$ cat src/rtl/pipe_stage_reg.sv
// Pipeline stage register with a valid/ready handshake and a two-entry skid buffer.
// in_ready comes straight from state, so there is no combinational path from out_ready.
module pipe_stage_reg #(
    parameter int DATA_W = 32,
    parameter int NCH    = 3,
    parameter int CTRL_W = 2
) (
    input  logic                  clk,
    input  logic                  rst,
    input  logic                  flush,
    input  logic                  in_valid,
    output logic                  in_ready,
    input  logic [NCH*DATA_W-1:0] in_data,
    input  logic [CTRL_W-1:0]     in_ctrl,
    output logic                  out_valid,
    input  logic                  out_ready,
    output logic [NCH*DATA_W-1:0] out_data,
    output logic [CTRL_W-1:0]     out_ctrl,
    output logic [1:0]            occupancy
);

    // The state encoding is also the held-entry count.
    localparam logic [1:0] ST_EMPTY = 2'd0;
    localparam logic [1:0] ST_ONE   = 2'd1;
    localparam logic [1:0] ST_FULL  = 2'd2;

    logic [1:0]            state_q, state_d;
    logic [CTRL_W-1:0]     main_ctrl_q, main_ctrl_d;
    logic [CTRL_W-1:0]     skid_ctrl_q, skid_ctrl_d;
    logic [NCH*DATA_W-1:0] main_data_q;
    logic [NCH*DATA_W-1:0] skid_data_q;

    logic accept;
    logic take;
    logic load_main_in;
    logic load_main_skid;
    logic load_skid_in;

    assign in_ready  = (state_q != ST_FULL);
    assign out_valid = (state_q != ST_EMPTY);
    assign occupancy = state_q;
    assign out_data  = main_data_q;
    assign out_ctrl  = main_ctrl_q & {CTRL_W{out_valid}};

    assign accept = in_valid & in_ready;
    assign take   = out_valid & out_ready;

    always_comb begin
        state_d        = state_q;
        load_main_in   = 1'b0;
        load_main_skid = 1'b0;
        load_skid_in   = 1'b0;
        case (state_q)
            ST_EMPTY: begin
                if (accept) begin
                    state_d      = ST_ONE;
                    load_main_in = 1'b1;
                end
            end
            ST_ONE: begin
                if (accept && take) begin
                    load_main_in = 1'b1;
                end else if (accept) begin
                    state_d      = ST_FULL;
                    load_skid_in = 1'b1;
                end else if (take) begin
                    state_d = ST_EMPTY;
                end
            end
            ST_FULL: begin
                if (take) begin
                    state_d        = ST_ONE;
                    load_main_skid = 1'b1;
                end
            end
            default: state_d = ST_EMPTY;
        endcase
        // Flush squashes everything held and drops the offered entry; data
        // may still load but its ctrl is forced to zero, so it is inert.
        if (flush) begin
            state_d = ST_EMPTY;
        end
    end

    always_comb begin
        main_ctrl_d = main_ctrl_q;
        skid_ctrl_d = skid_ctrl_q;
        if (load_main_in) begin
            main_ctrl_d = in_ctrl;
        end else if (load_main_skid) begin
            main_ctrl_d = skid_ctrl_q;
        end
        if (load_skid_in) begin
            skid_ctrl_d = in_ctrl;
        end
        if (flush) begin
            main_ctrl_d = '0;
            skid_ctrl_d = '0;
        end
    end

    always_ff @(posedge clk) begin
        if (rst) begin
            state_q     <= ST_EMPTY;
            main_ctrl_q <= '0;
            skid_ctrl_q <= '0;
        end else begin
            state_q     <= state_d;
            main_ctrl_q <= main_ctrl_d;
            skid_ctrl_q <= skid_ctrl_d;
        end
    end

    // Per-channel data registers; load enables are shared across channels.
    generate
        for (genvar gi = 0; gi < NCH; gi++) begin : g_chan
            logic [DATA_W-1:0] main_d;
            logic [DATA_W-1:0] skid_d;

            always_comb begin
                main_d = main_data_q[gi*DATA_W +: DATA_W];
                skid_d = skid_data_q[gi*DATA_W +: DATA_W];
                if (load_main_in) begin
                    main_d = in_data[gi*DATA_W +: DATA_W];
                end else if (load_main_skid) begin
                    main_d = skid_data_q[gi*DATA_W +: DATA_W];
                end
                if (load_skid_in) begin
                    skid_d = in_data[gi*DATA_W +: DATA_W];
                end
            end

            always_ff @(posedge clk) begin
                if (rst) begin
                    main_data_q[gi*DATA_W +: DATA_W] <= '0;
                    skid_data_q[gi*DATA_W +: DATA_W] <= '0;
                end else begin
                    main_data_q[gi*DATA_W +: DATA_W] <= main_d;
                    skid_data_q[gi*DATA_W +: DATA_W] <= skid_d;
                end
            end
        end
    endgenerate

endmodule
$ cat config.mk
export PLATFORM = sky130hd
export DESIGN_NAME = pipe_stage_reg
export DESIGN_NICKNAME = d
export VERILOG_FILES = /design/src/rtl/pipe_stage_reg.sv
export SDC_FILE = /design/constraint.sdc
export NUM_CORES = 1
export LEC_CHECK = 0
export CAP_MARGIN = 25
export CORE_ASPECT_RATIO = 0.5
export CORE_MARGIN = 2
export CORE_UTILIZATION = 25
export CTS_BUF_LIST = sky130_fd_sc_hd__clkbuf_8
export DETAILED_ROUTE_END_ITERATION = 8
export PLACE_DENSITY = 0.5
export SYNTH_ARGS = -nofsm -noshare
export SYNTH_HDL_FRONTEND = slang
export SYNTH_SLANG_ARGS = --single-unit
$ cat constraint.sdc
create_clock -name clk -period 2.06 [get_ports clk]
set_input_delay 0.309 -clock clk [delete_from_list [all_inputs] [get_ports clk]]
set_output_delay 0.309 -clock clk [all_outputs]
set_load 0.03 [all_outputs]
==> results by group, run 1 <==
Critical path
  – Levels on crit path: 1
  – R2R depth: 5
  – CP max stage cell: clkdlybuf4s50_1
  – Critical path endpoint: occupancy[0]
  – CP startpoint: occupancy[0]
  – Crit-path cells: clkdlybuf4s50_1
  – Buf/Inv on CP: 1
  – R2r setup slk: 440 ps
  – Setup crit start kind: register
  – Critical Path RT: 1750 ps
  – CP delay by family, top: buffers and inverters
  – Crit path largest cell delay: 700 ps
  – CP Class: register to output port
  – Worst setup EP type: output port
  – Worst R2R End: out_data[67]
  – Critical Path AT: 1610 ps
  – CP max FO: 8
  – Critical R2R Launch: occupancy[1]

Cells and area
  – Multi-input gate area: 3250 µm²
  – # diodes: 0
  – Number of fill cells in the layout: 2,919
  – Nets: 1,063
  – Area Growth Syn to Fin: 38.9%
  – Reg area: 3970 µm²
  – Layout cells sized above 1: 15.9%

Global route
  – First-pass GRT wire length: 38,300 µm
  – Pin count of the biggest net entering global routing: 77
  – Vias in the first global route: 6,576
  – Congestion Overflow GR: 0
  – Initial antenna violation count: 0
  – GRT Overall Usage: 15.4%

Power and ir drop
  – Pleak: 3.65 nW
  – Worst ir drop on vdd: 451 µV
  – Pwr/cell area: 783 nW/µm²

Yosys
  – Synth Cell Area: 7550 µm²
  – Ys Warns: 0
  – Syn Nets: 892
  – Yosys reg bits: 198
  – Sequential-to-total area share from yosys stat: 52.5%
  – Netlist cell types: 27
  – Syn_area_per_cell: 9.57 µm²
  – Mapped Cells: 789

Timing
  – Fin crit share: 93.1%
  – Worst clock skew: 14.5 ps
  – Setup ws final: 143 ps
  – Min Tclk post-route: 1920 ps
  – Worst slew margin: 62.5%
  – Setup violators final: 0
  – RSZ-0062 raised after global routing: no
  – Fmax achieved: 522 MHz
  – Final hold slack: 271 ps
  – Slew of the pin with the lowest slew margin: 562 ps
  – Setup_tns: 0 ps
  – Final hold viol count: 0
  – Max-slew violations: 0

CTS
  – CTS buffer count: 17
  – TritonCTS Sinks: 198
  – H-tree levels: 4
  – Post-CTS Resized: 5
  – # hold bufs at CTS: 0
  – Post-CTS setup buffer count: 0
  – Worst-path clk slew: 110 ps
  – Clock root buffer: clkbuf_8
  – Max clock buf depth: 2
  – TritonCTS clock tree: built
  – Skew-Pair Late Insertion Delay: 490 ps

Die
  – Die X: 250 µm
  – Boundary Pins: 205
  – Starting Density: 25.7%
  – Core region area: 29,300 µm²
  – Die H: 127 µm
  – Standard-cell rows: 44
  – Die area: 31,700 µm²

Routing
  – Detailed Route WL: 24,300 µm
  – Final ANT Viol Nets: 0
  – Via count: 6,484
  – Routed wire per std cell: 17.8 µm
  – DRT Pass-1 Iters: 5
  – Drt first-iter violations: 483
  – DR vias/cell: 4.75
  – DRC: 0

Placement
  – RePlAce Congestion: 0.738
  – DP Wirelength: 15,500 µm
  – I/O Buffers: 204
  – Dpl ws: -14.0 ps

Min path
  – Min-Delay Path Class: primary input to register

Outcome
  – Status: finished clean

Job
  – Number of max-cap violations: 0
cell families (layout without fill, tap and decap cells):
kind of cell	Yosys count	after routing	synth area share [%]
AOI/OAI and AO/OA	298	298	31.0
and+or+nand+nor	217	217	11.6
DFF	198	198	52.5
buffers and inverters	76	260	4.84
sequential cells by signal (all words and copies together) (netlist names):
signal	cells
skid_ctrl_q	2
occupancy	2
out_data	96
main_ctrl_q	2
skid_data_q	96
tightest hold or removal path: stages:
cell	delay [ps]
buf_4	100
inv_2	80
o21a_1	120
o221a_2	110
synthesized netlist by cell type, drive strengths merged:
cell type  number  area, µm²
buf            39        226
nor2            2       7.51
dfxtp         198       3960
nand4bb         1       11.3
o221a          95       1070
a31oi           3       18.8
nand2b          2       20.0
clkbuf         36        135
o31ai           3       22.5
o21a           95        713
o21ai           1       8.76
nand3b          2       15.0
nor2b           1       13.8
nand2         202        758
and4bb          1       12.5
and2            2       12.5
or2             3       18.8
and3b           1       8.76
a211oi          1       7.51
clkinv          1       3.75
a21oi         100        500
per-layer routing:
metal	global-route usage, %	part of all wire (%)	up-vias	wire length, µm
met1	19.0	45	3186	10900
met2	26.5	51	96	12300
met5	0	0	-	0
met3	3.39	2.5	29	606
li1	-	-	3173	-
met4	5.53	2.1	0	515
layout by cell type, fill, tap and decap left out, drive strengths merged, types with 2 or more instances in the layout:
cell type	netlist	final
nand3b	2	2
or2	3	3
o221a	95	95
clkbuf	36	21
o31ai	3	3
a31oi	3	3
inv	0	2
o21a	95	95
a21oi	100	100
and2	2	2
nand2	202	202
nor2	2	2
clkinv	1	8
bufinv	0	3
clkdlybuf4s50	0	198
buf	39	24
nand2b	2	2
dlygate4sd2	0	2
dfxtp	198	198
how the worst min path moves through the flow:
stage,start,to,cells past startpoint
final,rst,out_data[48],4
after global routing,rst,out_data[48],4
after CTS,rst,out_data[48],4
after detailed placement,skid_data_q[65],skid_data_q[65],2
after global placement,skid_data_q[42],skid_data_q[42],2
after floorplan,out_ready,occupancy[1],1
cell type report:
class / instances / area share (%)
sequential: 198 / 37.8
multi-input combinational: 515 / 31.0
timing repair buffer: 227 / 22.5
tap: 391 / 4.66
clock buffer: 19 / 2.49
clock inverter: 13 / 1.47
inverter: 1 / 0.0358
stage by stage:
| step | instance area, µm² | instances | util (%) | total power [mW] |
|---|---|---|---|---|
| after detailed placement | 10100 | 1332 | 34.4 | 5.62 |
| after CTS | 10500 | 1364 | 35.8 | 8.33 |
| final | 10500 | 1364 | 35.7 | 8.21 |
| after global placement | 10100 | 1332 | 34.4 | 5.61 |
| after floorplan | 7550 | 789 | - | 4.89 |
| after global routing | 10500 | 1364 | 35.7 | 8.58 |
power by group:
| part | total, mW | internal [mW] | switching (mW) |
|---|---|---|---|
| sequential | 4.12 | 4.00 | 0.111 |
| combinational | 1.40 | 0.677 | 0.726 |
| clock | 2.69 | 1.26 | 1.43 |
| total | 8.21 | 5.94 | 2.27 |
No activity file was read; power rests on OpenSTA's default activity.
==> run 2, diff against run 1 <==
Settings changed: CAP_MARGIN 25 to default, MAX_ROUTING_LAYER from default to met4.
==> run 2 against run 1 <==
Worst setup slack worse by 3.1 ps. Critical path type unchanged. Cell count unchanged. Clock power about the same. Final area unchanged. Largest power group unchanged. Sequential cell count unchanged. Hold slack worse by 1.7 ps. Sequential share of layout area unchanged. Routed wire length up 0.56%.
==> results by group, run 2 (synthesis results as in run 1) <==
Power and ir drop
  – Sw Ratio: 27.7%
  – Pwr/cell area: 784 nW/µm²
  – Worst ir drop on vdd: 453 µV
  – Logic pwr share: 17.1%
  – Pleak: 3.65 nW
  – Clk pwr share: 32.9%
  – Sw power: 2.28 mW
  – Pint: 5.94 mW
  – Reg power frac: 50.1%
  – Total power: 8.22 mW

CTS
  – TritonCTS clock tree: built
  – Clock root buffer: clkbuf_8
  – Worst-path clk slew: 110 ps
  – Skew-Pair Late Insertion Delay: 490 ps
  – # hold bufs at CTS: 0
  – H-tree levels: 4
  – TritonCTS Sinks: 198
  – Max clock buf depth: 2
  – CTS buffer count: 17

Cells and area
  – Number of fill cells in the layout: 2,919
  – Nets: 1,063
  – Final cell count without fillers: 1,364
  – Area Growth Syn to Fin: 38.9%
  – # diodes: 0
  – Most common cell after layout, fill and taps aside: nand2_1
  – Layout cells sized above 1: 15.9%
  – Most frequent cells in the layout: 202 x nand2_1, 198 x clkdlybuf4s50_1, 197 x dfxtp_1, 100 x a21oi_1, 95 x o21a_1
  – Final Cell Area: 10,500 µm²

Global route
  – First-pass GRT wire length: 38,300 µm
  – Congestion Overflow GR: 0
  – Vias in the first global route: 6,544
  – GRT Overall Usage: 15.9%
  – Initial antenna violation count: 0
  – Pin count of the biggest net entering global routing: 77

Die
  – Die H: 127 µm
  – Starting Density: 25.7%
  – Die X: 250 µm
  – Standard-cell rows: 44
  – Boundary Pins: 205
  – Core region area: 29,300 µm²
  – Die area: 31,700 µm²

Placement
  – Total placed cells including tap cells: 1,332
  – Placed cell area: 10,100 µm²
  – I/O Buffers: 204
  – RePlAce Congestion: 0.747
  – DP Wirelength: 15,500 µm

Min path
  – Hold path endpoint: out_data[48]
  – Min-Delay Path Class: primary input to register
  – Hold path depth: 4
  – Hold wc startpoint: rst

Timing
  – Final hold slack: 269 ps
  – Fin crit share: 93.2%
  – Final hold viol count: 0
  – Worst clock skew: 15.1 ps
  – Slew of the pin with the lowest slew margin: 565 ps
  – Worst slew margin: 62.3%
  – Fmax achieved: 521 MHz
  – Setup violators final: 0
  – Setup_tns: 0 ps
  – Min Tclk post-route: 1920 ps
  – Max-slew violations: 0
  – RSZ-0062 raised after global routing: no

Critical path
  – CP Class: register to output port
  – Worst R2R End: out_data[67]
  – CP delay by family, top: buffers and inverters
  – Critical R2R Launch: occupancy[1]
  – Critical Path AT: 1610 ps
  – Crit-path cells: clkdlybuf4s50_1
  – R2r setup slk: 440 ps
  – Critical Path RT: 1750 ps
  – Worst setup EP type: output port
  – CP max FO: 8
  – Setup crit start kind: register
  – R2R depth: 5
  – CP max stage cell: clkdlybuf4s50_1
  – Buf/Inv on CP: 1
  – Crit path largest cell delay: 700 ps

Job
  – Number of max-cap violations: 0

Routing
  – Routed wire per std cell: 17.9 µm
  – Via count: 6,522
  – DRT Pass-1 Iters: 6
  – DR vias/cell: 4.78
  – Drt first-iter violations: 475
  – DRC: 0
  – Final ANT Viol Nets: 0
  – Detailed Route WL: 24,500 µm

Outcome
  – Status: finished clean
==> run 2: power by group through the flow <==
| stage | Clock, mW | Combinational, mW | Sequential [mW] |
|---|---|---|---|
| floorplan | 0 | 0.421 | 4.47 |
| global placement | 0 | 1.41 | 4.20 |
| detailed placement | 0 | 1.42 | 4.20 |
| CTS | 2.79 | 1.42 | 4.12 |
| global route | 2.96 | 1.48 | 4.14 |
| finish | 2.70 | 1.40 | 4.12 |
==> run 2: how the worst max path moves through the flow <==
| stage | to | cells after the start | start | slack, ps |
|---|---|---|---|---|
| CTS | out_ctrl[0] | 3 | occupancy[0] | 10 |
| global placement | out_data[72] | 5 | out_ready | 5 |
| global route | occupancy[0] | 1 | occupancy[0] | 40 |
| finish | occupancy[0] | 1 | occupancy[0] | 140 |
| floorplan | out_data[59] | 6 | occupancy[0] | 410 |
| detailed placement | out_data[87] | 5 | out_ready | -10 |
==> run 2: worst register-to-register path, stage by stage, from the launching register on <==
cell      delay (ps)
dfxtp_1          330
buf_4            160
nand3b_1         190
buf_4            510
o21a_1           220
o221a_2          160
==> run 2: timing repair <==
action | in CTS | in global routing
endpoints found under the setup margin | 5 | 3
buffers inserted | 0 | 0
gates resized for setup | 5 | 5
==> run 2: metal layers <==
| metal | vias to the layer above | global-route usage [%] | share of wire (%) |
|---|---|---|---|
| met5 | - | - | 0 |
| met4 | 0 | 5.42 | 2.1 |
| met3 | 28 | 3.43 | 2.5 |
| met2 | 102 | 26.3 | 50 |
| met1 | 3221 | 19.2 | 45 |
| li1 | 3171 | - | - |
==> run 2: stage by stage <==
step / util, % / setup slack, ps
2_1_floorplan: - / 412
3_3_place_gp: 34.4 / 4.50
4_1_cts: 35.8 / 10.2
6_report: 35.7 / 140
5_1_grt: 35.7 / 36.6
3_5_place_dp: 34.4 / -14.0
==> run 2: area by class of cell <==
| type | instances | area [µm²] | share of cell area [%] |
|---|---|---|---|
| sequential | 198 | 3970 | 37.8 |
| multi-input combinational | 515 | 3250 | 31.0 |
| timing repair buffer | 227 | 2360 | 22.5 |
| tap | 391 | 489 | 4.66 |
| clock buffer | 19 | 262 | 2.49 |
| clock inverter | 13 | 154 | 1.47 |
| inverter | 1 | 3.75 | 0.0358 |
